--- config.mk ---
export PLATFORM = sky130hd
export DESIGN_NAME = sparsity_sample_collector
export DESIGN_NICKNAME = d
export VERILOG_FILES = /design/src/rtl/sparsity_sample_collector.sv
export SDC_FILE = /design/constraint.sdc
export NUM_CORES = 1
export LEC_CHECK = 0
export BUFFER_PORTS_ARGS = -buffer_cell sky130_fd_sc_hd__buf_2
export CAP_MARGIN = 20
export CORE_ASPECT_RATIO = 1.5
export CORE_MARGIN = 8
export CORE_UTILIZATION = 51
export CTS_CLUSTER_DIAMETER = 120
export DETAILED_ROUTE_END_ITERATION = 10
export PLACE_DENSITY_LB_ADDON = 0.15
export SLEW_MARGIN = 10
export SYNTH_ARGS = -nofsm -noshare
export SYNTH_HDL_FRONTEND = slang
export SYNTH_SLANG_ARGS = --single-unit
export TNS_END_PERCENT = 20
--- constraint.sdc ---
create_clock -name clk -period 6.2 [get_ports clk]
set_clock_uncertainty 0.15 [all_clocks]
set_input_delay 0 -clock clk [delete_from_list [all_inputs] [get_ports clk]]
set_output_delay 0 -clock clk [all_outputs]
set_load 0.02 [all_outputs]
--- src/rtl/sparsity_sample_collector.sv ---
// sparsity_sample_collector
//   Taps an activation/weight stream and counts non-zero and total elements
//   over a programmable sample length. Each closed sample raises sample_valid
//   for one cycle and presents the counts to the adaptive sparsity mode FSM.
//   The block never back-pressures the stream.
//
// Ports
//   clk, reset        rising-edge clock; synchronous active-high reset
//   enable            low: beats are ignored and the accumulators hold
//   in_valid          beat qualifier
//   in_data           LANES elements; lane i at [i*ELEM_W +: ELEM_W], signed
//   in_lane_mask      1 = lane carries a real element
//   zero_thresh       unsigned magnitude; |x| <= zero_thresh counts as zero
//   sample_len        elements per sample (0 behaves as 1)
//   flush             close a partial sample
//   sample_valid      one-cycle pulse per closed sample
//   nonzero_count     saturated non-zero count, held from the last pulse
//   total_count       saturated element count, held from the last pulse
//   samples_emitted   wrapping pulse counter
//   busy              accumulator non-empty

// Per-lane classifier: is this lane a real, non-zero element?
module sparsity_lane #(
  parameter int ELEM_W = 8
) (
  input  logic [ELEM_W-1:0] elem,
  input  logic              mask,
  input  logic [ELEM_W-1:0] zero_thresh,
  output logic              nz
);
  logic [ELEM_W:0] ext;
  logic [ELEM_W:0] mag;

  // One extra bit so the most negative value has a representable magnitude.
  assign ext = {elem[ELEM_W-1], elem};
  assign mag = elem[ELEM_W-1] ? (~ext + 1'b1) : ext;
  assign nz  = mask && (mag > {1'b0, zero_thresh});
endmodule

module sparsity_sample_collector #(
  parameter int LANES  = 8,
  parameter int ELEM_W = 8,
  parameter int CNT_W  = 16
) (
  input  logic                    clk,
  input  logic                    reset,
  input  logic                    enable,
  input  logic                    in_valid,
  input  logic [LANES*ELEM_W-1:0] in_data,
  input  logic [LANES-1:0]        in_lane_mask,
  input  logic [ELEM_W-1:0]       zero_thresh,
  input  logic [CNT_W-1:0]        sample_len,
  input  logic                    flush,
  output logic                    sample_valid,
  output logic [CNT_W-1:0]        nonzero_count,
  output logic [CNT_W-1:0]        total_count,
  output logic [15:0]             samples_emitted,
  output logic                    busy
);
  // One headroom bit: an accumulator below 2^CNT_W plus one beat always fits,
  // so overflow past the output width is visible in the top bit.
  localparam int AW = CNT_W + 1;

  typedef enum logic {EMPTY, ACCUM} state_t;

  state_t                        state;
  logic [AW-1:0]                 tot_acc, nz_acc;
  logic [AW-1:0]                 act, nzb, act_eff, nzb_eff;
  logic [AW-1:0]                 tot_n, nz_n, len_eff;
  logic                          accepted, close;
  logic [LANES-1:0][ELEM_W-1:0]  elems;
  logic [LANES-1:0]              lane_nz;

  assign elems = in_data;

  for (genvar g = 0; g < LANES; g++) begin : g_lane
    sparsity_lane #(.ELEM_W(ELEM_W)) u_lane (
      .elem        (elems[g]),
      .mask        (in_lane_mask[g]),
      .zero_thresh (zero_thresh),
      .nz          (lane_nz[g])
    );
  end

  always_comb begin
    act = '0;
    nzb = '0;
    for (int i = 0; i < LANES; i++) begin
      act = act + AW'(in_lane_mask[i]);
      nzb = nzb + AW'(lane_nz[i]);
    end
  end

  assign accepted = enable & in_valid;
  assign act_eff  = accepted ? act : '0;
  assign nzb_eff  = accepted ? nzb : '0;
  assign tot_n    = tot_acc + act_eff;
  assign nz_n     = nz_acc + nzb_eff;
  assign len_eff  = (sample_len == '0) ? AW'(1) : {1'b0, sample_len};

  // A sample exceeding 2^CNT_W-1 also satisfies tot_n >= len_eff, so the
  // saturation close needs no separate term.
  assign close = (accepted && (act != '0) && (tot_n >= len_eff)) ||
                 (flush && (tot_n != '0));

  function automatic logic [CNT_W-1:0] sat(input logic [AW-1:0] v);
    return v[CNT_W] ? {CNT_W{1'b1}} : v[CNT_W-1:0];
  endfunction

  always_ff @(posedge clk) begin
    if (reset) begin
      state           <= EMPTY;
      tot_acc         <= '0;
      nz_acc          <= '0;
      sample_valid    <= 1'b0;
      nonzero_count   <= '0;
      total_count     <= '0;
      samples_emitted <= '0;
    end else begin
      sample_valid <= close;
      if (close) begin
        nonzero_count   <= sat(nz_n);
        total_count     <= sat(tot_n);
        samples_emitted <= samples_emitted + 16'd1;
        tot_acc         <= '0;
        nz_acc          <= '0;
        state           <= EMPTY;
      end else begin
        tot_acc <= tot_n;
        nz_acc  <= nz_n;
        state   <= (tot_n != '0) ? ACCUM : EMPTY;
      end
    end
  end

  assign busy = (state == ACCUM);
endmodule

Word-level counts from Yosys, hierarchy flattened
Index checks and enable logic that the tools add are counted.
- $lt $le $gt $ge: 9
- add/subtract/negate cells: 25
- muxes and demuxes: 14
- bitwise gates (word level): 9
- reduce and logical (&&, ||, !) cells: 16
- operator list (cell ; number):
    adder 9 x 1 -> 9 bit, second input constant ; 8
    > comparator 9 x 8 -> 1 bit ; 8
    2-to-1 mux 9 bit ; 8
    NOT 9 bit ; 8
    2-to-1 mux 16 bit ; 3
    adder 17 x 8 -> 17 bit ; 2
    nonzero test 17 bit ; 2
    greater-or-equal comparator 17 x 16 -> 1 bit ; 1
    adder 16 x 1 -> 16 bit, second input constant ; 1
    adder 7 x 1 -> 8 bit ; 2
    zero test 16 bit ; 1
    2-to-1 mux 8 bit ; 2
    adder 6 x 1 -> 7 bit ; 2
    adder 5 x 1 -> 6 bit ; 2
    logical AND 1 bit ; 11
    adder 4 x 1 -> 5 bit ; 2
    adder 3 x 1 -> 4 bit ; 2
    adder 2 x 1 -> 3 bit ; 2
    adder 1 x 1 -> 2 bit ; 2
    OR reduction 2 bit ; 1
    bitwise AND 1 bit ; 1
    logical OR 1 bit ; 1
    2-to-1 mux 1 bit ; 1
- bits of input ports: 101
- flip-flop bits (word level): 84
- logic and storage cells: 80
- output and inout port bits: 50

Logic depth before layout (Yosys ltp)
- depth in word-level cells: 15
- mapped depth: 29
- gate-level depth less buffers: 29

Modules after synthesis
A second synthesis with hierarchy kept.
- cell total of the unflattened synthesis: 956
- area, all modules: 7662.3 um^2
- by module, submodules not included (module ; cells an instance ; sequential area each (um^2) ; area each (um^2) ; instances):
    sparsity_sample_collector ; 580 ; 1681.6 ; 4969.8 ; 1
    sparsity_lane ; 47 ; 0.0 ; 336.6 ; 8

Worst setup path after synthesis
OpenSTA, ideal clock, no wires.
- kind: input port to flip-flop
- from: in in_data[0]
- to: reg nonzero_count[10]
- setup time: 0.142 ns
- path buffers: 1
- arrival: 6.088 ns
- cell stages on the path: 28
- data required time: 5.908 ns
- setup slack: -0.180 ns
- cell sequence: inv_1 ha_1 nand2_1 o21ai_0 ha_1 nor2b_1 o21a_1 o21a_1 o21a_1 o21a_1 o21a_1 o21ai_0 a21oi_1 fa_1 inv_1 fa_1 fa_1 inv_1 ha_1 fa_1 and3_1 fa_1 a21o_1 a21oi_1 nor4b_1 xnor2_1 clkbuf_1 a311oi_1
- longest elaborated chain between the ends: 15
- RTL lines (element ; RTL line ; source):
    start, declared ; 49 ; input logic [LANES*ELEM_W-1:0] in_data,
    NOT 9 bit ; 36 ; assign mag = elem[ELEM_W-1] ? (~ext + 1'b1) : ext;
    adder 9 x 1 -> 9 bit ; 36 ;
    2-to-1 mux 9 bit (*) ; 36 ;
    > comparator 9 x 8 -> 1 bit (*) ; 37 ; assign nz = mask && (mag > {1'b0, zero_thresh});
    logical AND 1 bit (*) ; 37 ;
    adder 1 x 1 -> 2 bit (*) ; 90 ; nzb = nzb + AW'(lane_nz[i]);
    adder 2 x 1 -> 3 bit (*) ; 90 ;
    adder 3 x 1 -> 4 bit (*) ; 90 ;
    adder 4 x 1 -> 5 bit (*) ; 90 ;
    adder 5 x 1 -> 6 bit (*) ; 90 ;
    adder 6 x 1 -> 7 bit (*) ; 90 ;
    adder 7 x 1 -> 8 bit (*) ; 90 ;
    2-to-1 mux 8 bit (*) ; 96 ; assign nzb_eff = accepted ? nzb : '0;
    adder 17 x 8 -> 17 bit (*) ; 98 ; assign nz_n = nz_acc + nzb_eff;
    2-to-1 mux 16 bit (*) ; 107 ; return v[CNT_W] ? {CNT_W{1'b1}} : v[CNT_W-1:0];
    end signal, assigned ; 122 ; nonzero_count <= sat(nz_n);
    end, declared ; 55 ; output logic [CNT_W-1:0] nonzero_count,
Every way passes the cells marked *; elsewhere a longest branch is shown, timed or not.
A chain may end at the register's enable or synchronous reset.

Final worst setup path
- from: in in_data[0]
- to: reg nonzero_count[8]
The elaborated chain is that of the path after synthesis.

==> run summary <==
Fin crit share: 95.2%
Sequential share of power: 32.9%
Number of failing setup endpoints in the final timing report: 0
Clock tree sinks: 84
Maximum number of pins on one net before global-route repair: 65
PortBufs: 150
Max-slew violations: 0
Terminus of the critical flop-to-flop path: samples_emitted[11]
Worst Hold Endpoint: nz_acc[0]
Worst slew margin relative to its limit: 34.8%
Area of the placeable core: 0.0144 sq mm
Worst hold start: in_valid
Most frequent cell after synthesis: ha_1
Vias in the first global route: 7045
Critical Path Source: in_data[0]
Total number of vias: 6884
Post-synth top flop: dfxtp_1
GP Congestion: 0.849
Clock transition at the registers of the reported paths: 0.07 ns
Final hold viol count: 0
Summed area of non-filler cells in the final layout: 0.00907 sq mm
Fraction of post-synthesis cell area in the top cell type by area: 22.6%
CTS tree: done
Netlist Area Pre-Place: 0.00744 sq mm
Number of buffers inserted during clock tree synthesis: 9
Clock buffer depth: 2
H-tree depth reported by CTS: 3
Cell types with the largest area share after synthesis: dfxtp_1, ha_1, xnor2_1
Fin crit period: 5.90 ns
Critical path data required time: 6.24 ns
Type of the setup path with the least slack: in2reg
Detail-routed net length per standard cell: 15.6 microns
Number of enable flip-flop cells after synthesis: 0
Diodes inserted: 0
Start of the worst register-to-register path: tot_acc[0]
Proportion of total power due to net switching: 37.6%
Synthesized netlist cell count: 879
Leak: 4.18 nW
Worst Hold Path Cells: 5
Standard-cell rows: 54
Max-cap violations: 0
Layout-stage area growth over the synthesis result: 22.0%
Number of primary I/O pins: 151
Min-Delay Path Class: in2reg
Total die area: 0.0188 sq mm
Register-to-register setup slack: 2.06 ns
Cell internal power dissipation: 1.26 mW
Maximum net fanout on the critical path: 6
Share of power burned in the clock network: 25.4%
Antenna-violating nets left: 0
Psw: 758 uW
Vertical die dimension: 164 microns
Register area share after synthesis: 22.6%
Initial Utilization: 51.7%
Violation count after the first detailed-route iteration: 305
Register bit count reported by yosys: 84
Crit path launch type: input pin
Residual DRC: 0
Total overflow reported by the global router: 0
Final wirelength: 19700 microns
Final HPWL from detailed placement: 15900 microns
Number of warnings printed during yosys synthesis: 0
FF-to-FF path depth: 18
Share of synthesized registers carrying an async set or reset: 0%
Clock network latency to the later pin of the worst-skew pair: 0.33 ns
Setup crit end kind: flip-flop
Library cells used by synthesis: 60
Tot GR Track Use: 21.4%
Cell with the largest stage delay on the worst path: fa_1
Worst VDD drop: 262 uV
Post-synth top area cell: dfxtp_1
Initial antenna violation count: 0
Mapped Avg Cell Area: 8.46 sq um
Placed standard-cell area: 0.00864 sq mm
Fmax: 169 MHz
Total iterations of the first detailed-routing run: 4
Share of final-layout standard cells stronger than drive strength 1: 26.2%
Worst hold-check slack: 0.0476 ns
Number of nets in the finished design: 1277
Crit path largest cell delay: 0.54 ns
Run status: finished clean
Commonest cells post-synth: ha_1, dfxtp_1, inv_1
First-pass GRT wire length: 33100 microns
Die width: 115 microns
Clock tree root driver cell: clkbuf_16
Post-Synthesis Net Count: 1093
Total power divided by cell area: 222 mW/mm^2
Average via count per standard cell: 5.45
Most frequent cell on the critical path: o21a_1
Data arrival time of the critical path: 5.94 ns
Power share of the combinational group: 41.7%
Transition time at the pin with the least slew margin: 0.971 ns
## metrics by stage
| step | power (mW) | utilization [%] | setup slack, ns | setup TNS (ns) | std cells |
|---|---|---|---|---|---|
| detailed placement | 1.51 | 60.0 | -0.155 | -2.38 | 1242 |
| finish | 2.02 | 63.0 | 0.299 | 0 | 1264 |
| floorplan | 1.23 | - | 0.0335 | 0 | 879 |
| global route | 2.15 | 63.0 | -0.00581 | -0.0190 | 1264 |
| global placement | 1.50 | 60.0 | -0.142 | -1.90 | 1242 |
| CTS | 2.02 | 62.1 | 0.152 | 0 | 1259 |
## layout by cell type (no fill, tap or decap), drive strengths merged, types with 11 or more instances in the layout
master    n
nor2b    23
nor2     75
xnor2    62
xor2     13
nand3    21
a311oi   27
nor3     40
o21a     45
and3     11
mux2     12
a21oi    25
inv      79
dfxtp    84
buf     198
ha      103
nand2    63
o21ai    32
nand4    30
## how the worst max path moves through the flow
stage | end | slack (ns)
global placement | nonzero_count[13] | -0.14
finish | nonzero_count[8] | 0.30
detailed placement | nonzero_count[13] | -0.16
CTS | nonzero_count[13] | 0.15
global route | nonzero_count[10] | -0.006
floorplan | nonzero_count[10] | 0.03
## sequential cells by signal, indices dropped and copies added (netlist names)
signal           count
sample_valid         1
tot_acc             17
busy                 1
samples_emitted     16
nz_acc              17
nonzero_count       16
total_count         16
## power groups by stage
stage | combinational (mW) | clock, mW | sequential [mW]
finish | 0.841 | 0.511 | 0.664
global route | 0.937 | 0.540 | 0.673
CTS | 0.839 | 0.521 | 0.664
detailed placement | 0.834 | 0 | 0.673
global placement | 0.823 | 0 | 0.675
floorplan | 0.482 | 0 | 0.751
## cells by family (layout without fill, tap and decap cells)
logic type	after synthesis	count (layout)	synth area share (%)
flops	84	84	22.6
compound gates	170	170	16.6
buf+inv	104	293	6.34
simple gates	319	319	23.2
xor+xnor	75	75	9.08
fa+ha+maj	113	113	20.0
mux	14	14	2.09
## critical path, delay by kind of cell
| kind | cells | cell delay, ns |
|---|---|---|
| AOI/OAI and AO/OA | 11 | 1.58 |
| xor gates and xnor gates | 1 | 0.23 |
| adders and majority gates | 8 | 3.12 |
| buffers and inverters | 5 | 0.55 |
| and+or+nand+nor | 4 | 0.45 |
## routing by layer
metal | up-vias | wire [microns] | GRT usage [%]
met5 | - | 0 | 0
met4 | 0 | 396 | 6.93
met3 | 23 | 909 | 3.39
met1 | 3204 | 7820 | 23.0
li1 | 3503 | - | -
met2 | 154 | 10600 | 41.1
## final cells by class
cell class | instances | area, sq um
Clock inverter | 6 | 46.3
Clock buffer | 10 | 239
Multi-Input combinational cell | 691 | 5390
Sequential cell | 84 | 1680
Tap cell | 196 | 245
Timing Repair Buffer | 200 | 1180
Fill cell | 1360 | 5320
Inverter | 77 | 289
## repair_timing
item / CTS / global route
setup endpoints to repair: 0 / 67
hold buffers: 1 / 0
setup buffers: 0 / 4
endpoints found under the hold margin: 1 / 0
resized for setup: 0 / 19
Note: power is estimated with default switching activity, not from simulation.
